$ cat config.mk
export PLATFORM = sky130hd
export DESIGN_NAME = piece_mover
export DESIGN_NICKNAME = d
export VERILOG_FILES = /design/src/rtl/piece_mover.sv
export SDC_FILE = /design/constraint.sdc
export NUM_CORES = 1
export LEC_CHECK = 0
export CORE_MARGIN = 2
export CORE_UTILIZATION = 25
export CTS_CLUSTER_SIZE = 14
export DETAILED_ROUTE_END_ITERATION = 7
export GPL_TIMING_DRIVEN = 0
export PLACE_DENSITY = 0.46
export SYNTH_ARGS = -nofsm -noshare
export SYNTH_HDL_FRONTEND = slang
export SYNTH_SLANG_ARGS = --single-unit
$ cat constraint.sdc
create_clock -name clk -period 8.25 [get_ports clk]
set_input_delay 1.2375 -clock clk [delete_from_list [all_inputs] [get_ports clk]]
set_output_delay 1.2375 -clock clk [all_outputs]
set_load 0.005 [all_outputs]
$ cat src/rtl/piece_mover.sv
// Falling-piece sprite controller: keyboard-driven moves, gravity, hard drop and
// landing, plus registered sprite bounds and ROM address for the pixel scanner.
module piece_mover #(
    parameter int SPR_W       = 64,
    parameter int SPR_H       = 64,
    parameter int STEP        = 16,
    parameter int SCR_W       = 640,
    parameter int SCR_H       = 480,
    parameter int DROP_FRAMES = 30,
    parameter int WRAP_H      = 0,
    parameter int X0          = 288,
    parameter int Y0          = 0
) (
    input  logic        clk,
    input  logic        rst,
    input  logic        key_valid,
    input  logic [8:0]  key_code,
    input  logic        frame_start,
    input  logic [9:0]  h_cnt,
    input  logic [9:0]  v_cnt,
    output logic [9:0]  left_most,
    output logic [9:0]  right_most,
    output logic [9:0]  up_most,
    output logic [9:0]  down_most,
    output logic        in_win,
    output logic [16:0] pixel_addr,
    output logic        landed
);
    localparam logic [9:0] X_MAX    = 10'(SCR_W - SPR_W);
    localparam logic [9:0] Y_MAX    = 10'(SCR_H - SPR_H);
    localparam logic [9:0] X_SPAWN  = 10'(X0);
    localparam logic [9:0] Y_SPAWN  = 10'(Y0);
    localparam logic [9:0] STEP_V   = 10'(STEP);
    localparam logic [9:0] W_M1     = 10'(SPR_W - 1);
    localparam logic [9:0] H_M1     = 10'(SPR_H - 1);
    localparam logic [7:0] CNT_LAST = 8'(DROP_FRAMES - 1);

    typedef enum logic [1:0] {FALL, DROP, LANDED} state_t;
    typedef enum logic [2:0] {CMD_NONE, CMD_LEFT, CMD_RIGHT, CMD_DOWN, CMD_HARD} cmd_t;

    state_t      state_q, state_d;
    cmd_t        pend_q, pend_d, key_cmd;
    logic        arm_q, arm_d;
    logic [7:0]  cnt_q, cnt_d;
    logic [9:0]  x_q, x_d, y_q, y_d;
    logic [9:0]  left_most_q, right_most_q, up_most_q, down_most_q;
    logic        in_win_q, in_win_d;
    logic [16:0] pixel_addr_q, pixel_addr_d;
    logic [10:0] x_plus, y_plus;
    logic [9:0]  x_left, x_right, y_down;
    logic [9:0]  dx, dy;
    logic        grav_tick;

    always_comb begin
        case (key_code)
            9'h16B:  key_cmd = CMD_LEFT;
            9'h174:  key_cmd = CMD_RIGHT;
            9'h172:  key_cmd = CMD_DOWN;
            9'h029:  key_cmd = CMD_HARD;
            default: key_cmd = CMD_NONE;
        endcase
    end

    // Candidate positions one step away, clamped (or wrapped) at the screen edges.
    always_comb begin
        x_plus  = {1'b0, x_q} + {1'b0, STEP_V};
        y_plus  = {1'b0, y_q} + {1'b0, STEP_V};
        x_left  = (x_q < STEP_V) ? '0 : x_q - STEP_V;
        x_right = (x_plus > {1'b0, X_MAX}) ? X_MAX : x_plus[9:0];
        y_down  = (y_plus > {1'b0, Y_MAX}) ? Y_MAX : y_plus[9:0];
        if (WRAP_H != 0) begin
            if (x_q == '0)
                x_left = X_MAX;
            if (x_q == X_MAX)
                x_right = '0;
        end
    end

    assign grav_tick = frame_start && (cnt_q == CNT_LAST);

    always_comb begin
        state_d = state_q;
        pend_d  = pend_q;
        arm_d   = arm_q;
        cnt_d   = cnt_q;
        x_d     = x_q;
        y_d     = y_q;
        if (frame_start) begin
            cnt_d  = grav_tick ? '0 : cnt_q + 8'd1;
            pend_d = CMD_NONE;
            case (state_q)
                FALL: begin
                    if (pend_q == CMD_LEFT)
                        x_d = x_left;
                    if (pend_q == CMD_RIGHT)
                        x_d = x_right;
                    if (pend_q == CMD_DOWN || grav_tick)
                        y_d = y_down;
                    if (pend_q == CMD_HARD)
                        state_d = DROP;
                end
                DROP:
                    y_d = y_down;
                default: begin
                    if (arm_q) begin
                        x_d     = X_SPAWN;
                        y_d     = Y_SPAWN;
                        cnt_d   = '0;
                        arm_d   = 1'b0;
                        state_d = FALL;
                    end
                end
            endcase
            if (state_q != LANDED && y_d == Y_MAX)
                state_d = LANDED;
        end
        // A key seen while (or as) the piece is landed only arms the re-spawn.
        if (key_valid) begin
            if (state_d == LANDED)
                arm_d = 1'b1;
            else if (key_cmd != CMD_NONE)
                pend_d = key_cmd;
        end
    end

    always_comb begin
        dx           = h_cnt - x_q;
        dy           = v_cnt - y_q;
        in_win_d     = (h_cnt >= x_q) && (dx <= W_M1) && (v_cnt >= y_q) && (dy <= H_M1);
        pixel_addr_d = in_win_d ? 17'(dx) + 17'(SPR_W) * 17'(dy) : '0;
    end

    always_ff @(posedge clk) begin
        if (!rst) begin
            state_q      <= FALL;
            pend_q       <= CMD_NONE;
            arm_q        <= 1'b0;
            cnt_q        <= '0;
            x_q          <= X_SPAWN;
            y_q          <= Y_SPAWN;
            left_most_q  <= X_SPAWN;
            right_most_q <= X_SPAWN + W_M1;
            up_most_q    <= Y_SPAWN;
            down_most_q  <= Y_SPAWN + H_M1;
            in_win_q     <= 1'b0;
            pixel_addr_q <= '0;
        end else begin
            state_q      <= state_d;
            pend_q       <= pend_d;
            arm_q        <= arm_d;
            cnt_q        <= cnt_d;
            x_q          <= x_d;
            y_q          <= y_d;
            left_most_q  <= x_d;
            right_most_q <= x_d + W_M1;
            up_most_q    <= y_d;
            down_most_q  <= y_d + H_M1;
            in_win_q     <= in_win_d;
            pixel_addr_q <= pixel_addr_d;
        end
    end

    assign left_most  = left_most_q;
    assign right_most = right_most_q;
    assign up_most    = up_most_q;
    assign down_most  = down_most_q;
    assign in_win     = in_win_q;
    assign pixel_addr = pixel_addr_q;
    assign landed     = (state_q == LANDED);
endmodule

## Word level (Yosys, flattened, before mapping)

Cells that the tools add are included.

| operators by class | value |
|---|---|
| add/sub/neg operators | 9 |
| order comparisons | 7 |
| equal/unequal tests | 14 |
| muxes and demuxes | 30 |
| reduce and logical (&&, ||, !) cells | 10 |

Operator list:

| operator | count |
|---|---|
| two-way mux 10 bit | 11 |
| one-hot mux 10 bit (2 select lines) | 2 |
| equality test 9 bit (second input constant) | 3 |
| two-way mux 8 bit | 3 |
| adder 10 x 5 -> 11 bit (second input constant) | 2 |
| adder 10 x 6 -> 10 bit (second input constant) | 2 |
| greater-or-equal comparator 10 bit | 2 |
| <= comparator 10 x 6 -> 1 bit (second input constant) | 2 |
| subtractor 10 bit | 2 |
| adder 10 x 16 -> 17 bit | 1 |
| two-way mux 3 bit | 4 |
| one-hot mux 3 bit (4 select lines) | 1 |
| greater-than comparator 11 x 10 -> 1 bit (second input constant) | 1 |
| greater-than comparator 11 x 9 -> 1 bit (second input constant) | 1 |
| equality test 10 x 9 -> 1 bit (second input constant) | 1 |
| less-than comparator 10 x 5 -> 1 bit (second input constant) | 1 |
| subtractor 10 x 5 -> 10 bit (second input constant) | 1 |
| equality test 9 x 6 -> 1 bit (second input constant) | 1 |
| adder 8 x 1 -> 8 bit (second input constant) | 1 |
| equality test 8 x 5 -> 1 bit (second input constant) | 1 |
| two-way mux 2 bit | 4 |
| equality test 3 x 2 -> 1 bit (second input constant) | 2 |
| logical AND 1 bit | 5 |
| equality test 2 bit (second input constant) | 2 |
| other kinds (11) | 14 |

| storage, ports and cells | value |
|---|---|
| register bits after elaboration | 72 |
| bits of input ports | 33 |
| output and inout port bits | 59 |
| logic and storage cells | 80 |

## Depth between registers and ports, before layout

| logic depth | value |
|---|---|
| word-level depth | 13 |
| mapped depth | 18 |

## Worst setup path after synthesis

OpenSTA, ideal clock, no wires.

| timing | value |
|---|---|
| kind | input-to-reg |
| start | input v_cnt[0] |
| end | register pixel_addr_q[9], in the netlist pixel_addr[9] |
| setup time | 0.078 ns |
| data arrival time | 3.720 ns |
| slack | 4.452 ns |
| stages | 13 |
| path buffers | 1 |
| cells stage by stage | inv_1 > ha_1 > inv_1 > fa_1 > a21o_1 > a21o_1 > a2111o_1 > o211ai_1 > nor4b_1 > o2111ai_1 > or2_1 > clkbuf_1 > nor3_1 |

| between the ends | value |
|---|---|
| cells in the longest elaborated chain, start to end | 4 |

RTL lines:

| item | RTL line | text |
|---|---|---|
| start, declared | 20 | `input logic [9:0] v_cnt,` |
| subtractor 10 bit or greater-or-equal comparator 10 bit (tied branches) | 128, 129 |  |
| <= comparator 10 x 6 -> 1 bit or logical AND 1 bit (tied branches) | 129 | `in_win_d = (h_cnt >= x_q) && (dx <= W_M1) && (v_cnt >= y_q) && (dy <= H_M1);` |
| logical AND 1 bit | 129 |  |
| AND reduction 2 bit (no line) | -- |  |
| end signal, assigned | 159 | `pixel_addr_q <= pixel_addr_d;` |
| end, declared | 48 | `logic [16:0] pixel_addr_q, pixel_addr_d;` |

Several ways; a longest one is shown, not always the timed one.
A chain may end at the register's enable or synchronous reset.

## Worst setup path in the final report

Same ends and word-level chain as after synthesis.

==> results by stage <==
Drt:
- The residual antenna-violating net count after detailed routing is 0.
- The post-detailed-route via-to-cell ratio is 4.77.
- The final route contains 4,339 vias.
- In the routed design, unresolved DRC markers number 0.
- The total routed wirelength is 13,600 um.
- The number of DRC markers after the initial detailed-route iteration is 195.
- Before antenna repair, the detailed router went through 5 iterations.
- The post-detailed-route wirelength per cell is 15.0 um.

Logic synthesis:
- The Yosys step of the flow raised 0 warnings.
- By area the synthesized netlist is led by dfxtp_1, ha_1, nand2_1.
- The dominant synthesized flop cell is dfxtp_1.
- The sequential fraction of the synthesis area is 30.8%.
- The number of enable flip-flop cells after synthesis is 0.
- After synthesis, the netlist uses 76 different library cells.
- The cell count after synthesis came out at 567.
- The synthesized netlist occupies a cell area of 4680 um^2.
- Counting instances in the post-synthesis netlist gives the leading cell types as dfxtp_1, nand2_1, nor2_1.
- Of all cell types, the one taking the most synthesized area is dfxtp_1.
- The most common cell in the synthesized netlist is dfxtp_1.
- The post-synthesis sequential element count is 72.
- The average instance in the mapped netlist occupies 8.25 um^2.
- Counting flops with an async set or reset pin after synthesis yields a share of 0%.
- Of the post-synthesis cell area, the dominant cell type holds 30.8%.

Timing:
- The final critical path time including I/O delays and setup is 4260 ps.
- The sum of negative setup slack is 0 ps.
- The final setup skew is 8.72 ps.
- The worst pin sits at a relative slew slack of 55.6%.
- The total count of max-transition violations in the final report is 0.
- The fraction of the cycle the final worst path needs is 51.6%.
- The top achievable clock speed is 235 MHz.
- Setup repair after global routing left no endpoint under its margin.
- Setup violations remaining at the end of the flow were counted as 0.
- The final hold violation count is 0.
- The transition time of the tightest slew-check pin is 661 ps.

GRT:
- The wire length of the first global-routing pass is 21,900 um.
- The initial antenna violation count came to 0.
- The most used routing layer in global routing is met2.
- For this run the aggregate overflow at the end of global routing stands at 0.
- In the global route stage, met1 resource usage came out at 17.6%.
- Across every metal layer, demand over resource in global routing totals 13.9%.
- For this run, global-route usage on met3 was measured as 3.43%.
- The met2 usage is 23.5%.
- The via count of the first global-routing pass was 4,372.
- Entering global routing, the biggest net connects 12 pins.

Run status:
- The run finished with clean final reports.

Clocking:
- At the later pin of the worst-skew pair, clock insertion delay measures 340 ps.
- The maximum buffer depth of the clock tree is 2.
- The clock tree synthesis step divided the H-tree into 3 levels.
- The number of buffers created by CTS is 9.
- The quantity of gates resized following cts is 0.
- CTS placed an instance of clkbuf_16 at the clock tree root.
- The clock drives 72 sinks.
- The CTS tree is done.
- The CTS clock-pin slew for the worst setup and hold paths is 60 ps.
- The number of hold-repair buffers added at the cts stage is 0.
- The number of buffers inserted by post-CTS setup repair is 0.

Critical path:
- The worst reg-to-reg path cell count is 14.
- The startpoint kind of the worst setup timing path is an input pin.
- For this run, the slowest stage of the critical path takes 410 ps.
- The largest individual stage delay along the critical path comes from the cell clkdlybuf4s50_1.
- The kind of cell adding the most delay to the critical path is compound AO/OA/AOI/OAI gates.
- The largest fanout on the critical path is 10.
- The data arrival time of the critical path is 4520 ps.
- The logic depth of the worst setup path including buffers is 14.
- The sort of element at the end of the critical path is a register.
- The required time at the worst-slack endpoint is 8510 ps.
- The buffering stage count on the worst path with inverters included is 4.
- The critical path class is in -> reg.
- Traced cell by cell, the critical path runs through clkdlybuf4s50_1 -> inv_1 -> ha_1 -> inv_1 -> fa_1 -> a21o_1 -> a21o_1 -> a2111o_1 -> o211ai_1 -> nor4b_1 -> o2111ai_1 -> or2_1 -> clkbuf_1 -> nor3_1.

Floorplanning:
- For this configuration, the core starts out at a cell density of 25.3%.
- The die is 141 um wide.
- From bottom edge to top edge, the die measures 141 um.
- In this run the core area contains 50 standard-cell rows.
- The die area is 19,800 um^2.
- The core region is 18,500 um^2.
- The top-level port count is 92.

Layout:
- The number of nets at the end of the flow is 740.
- The total of fill cells in the finished design is 1,955.
- The repair_antennas step left the layout with diodes totalling 0.
- The fraction of final layout cells sized beyond drive strength 1 is 5.63%.
- The layout overhead on the synthesized area is 32.3%.
- The finished cells cover 6190 um^2.

Job:
- The reported max-cap violation count is 0.

Power and ir drop:
- The switching power total is 200 uW.
- The cell-internal power is 653 uW.
- The reported leakage power is 0.00235 uW.
- Power spread over the standard cell area amounts to 138 nW/um^2.
- Combinational logic is responsible for 10.9% of the overall power.
- The portion of total power attributed to sequential cells is 41.2%.
- Per report_power, the clock group accounts for 47.8% of the total.
- IR analysis of the VDD net gives a maximum drop of 0.0000924 V.
- The net switching share of the total power is 23.5%.

Placed design:
- The wire-length estimate of the detail-placed layout is 10,800 um.
- Input and output buffers added on the ports amount to 90.
- At the end of routability-driven placement, the weighted congestion stood at 0.851.
- The total cell area at the placement stage is 5880 um^2.

Worst hold path:
- The worst hold path cell count is 1.
- In this run the worst hold path is classified as reg -> reg.
-- layout by cell type (no fill, tap or decap), types with 5 or more instances in the layout --
master and n:
a21o_1 6, a211oi_1 5, a21oi_1 29, nor2b_1 13, xnor2_1 19, o21ai_0 25
nor3_1 15, nor3b_1 6, o22ai_1 6, and3_1 16, xor2_1 14, nand3_1 9
nor2_1 44, inv_1 40, and2_1 14, o21a_1 6, clkbuf_16 9, nand2b_1 5
a31oi_1 8, a21boi_0 6, nand4_1 9, or2_2 5, clkdlybuf4s50_1 90, nand2_1 49
dfxtp_1 72, o2111ai_1 5, ha_1 33, clkbuf_1 18, o31ai_1 10
-- sequential cells by signal (all words and copies together) (netlist names) --
| register | count |
|---|---|
| pixel_addr | 17 |
| down_most | 10 |
| left_most | 10 |
| right_most | 10 |
| up_most | 10 |
| cnt_q | 8 |
| pend_q | 3 |
| state_q | 2 |
| arm_q | 1 |
| in_win | 1 |
-- metrics by stage --
step | total power, uW | cells | util, % | hold slack [ps] | setup slack [ps]
global placement | 452 | 894 | 31.8 | 498 | 3610
detailed placement | 454 | 894 | 31.8 | 495 | 3560
floorplan | 418 | 570 | - | 453 | 4450
global route | 893 | 909 | 33.4 | 544 | 3640
finish | 854 | 909 | 33.4 | 504 | 3990
CTS | 869 | 909 | 33.4 | 509 | 3910
-- power groups by stage --
stage / sequential [uW] / clock, uW / combinational, uW
after CTS: 352 / 423 / 94.7
after floorplan: 359 / 0 / 58.5
after detailed placement: 359 / 0 / 94.0
final: 352 / 408 / 93.4
after global routing: 352 / 436 / 105
after global placement: 359 / 0 / 92.6
-- layer usage --
layer  vias up  routed length, um
met5         -                  0
met4         0                 87
met3         7                658
met2        84               6430
met1      2007               6440
li1       2241                  -
-- final cells by class --
cell class	instances	area, um^2	share of cell area, %
multi-input combinational	437	3020	48.7
sequential	72	1440	23.3
timing repair buffer	90	901	14.6
tap	234	293	4.73
clock buffer	13	270	4.37
inverter	40	150	2.43
buffer	21	81.3	1.31
clock inverter	2	37.5	0.606
-- cell families (layout without fill, tap and decap cells) --
group / after synthesis / count (layout) / synth area share, %
and+or+nand+nor: 217 / 217 / 25.6
AOI/OAI and AO/OA: 142 / 142 / 21.1
DFF: 72 / 72 / 30.8
buffers and inverters: 61 / 166 / 4.95
adders and majority gates: 36 / 36 / 10.1
xor gates and xnor gates: 33 / 33 / 6.18
muxes: 5 / 5 / 1.18
other: 1 / 4 / 0.0802
-- worst paths after layout --
kind                           start                        to  slack, ps
max                         v_cnt[0]  pixel_addr[9]$_SDFF_PN0_       3990
min          left_most[0]$_SDFF_PN0_  right_most[0]$_SDFF_PN1_        500
max reg2reg    up_most[4]$_SDFF_PN0_   down_most[8]$_SDFF_PN0_       4700
min reg2reg  left_most[0]$_SDFF_PN0_  right_most[0]$_SDFF_PN1_        500
-- worst register-to-register path: cells and delay by family, from the launching register on --
family / cells / cell delay [ps]
AO/OA/AOI/OAI: 4 / 1030
flip-flops: 1 / 600
buffers and inverters: 3 / 570
adder cells (fa/ha/maj): 2 / 490
AND/OR/NAND/NOR: 4 / 450
multiplexers: 1 / 300
No activity file was read; power rests on OpenSTA's default activity.
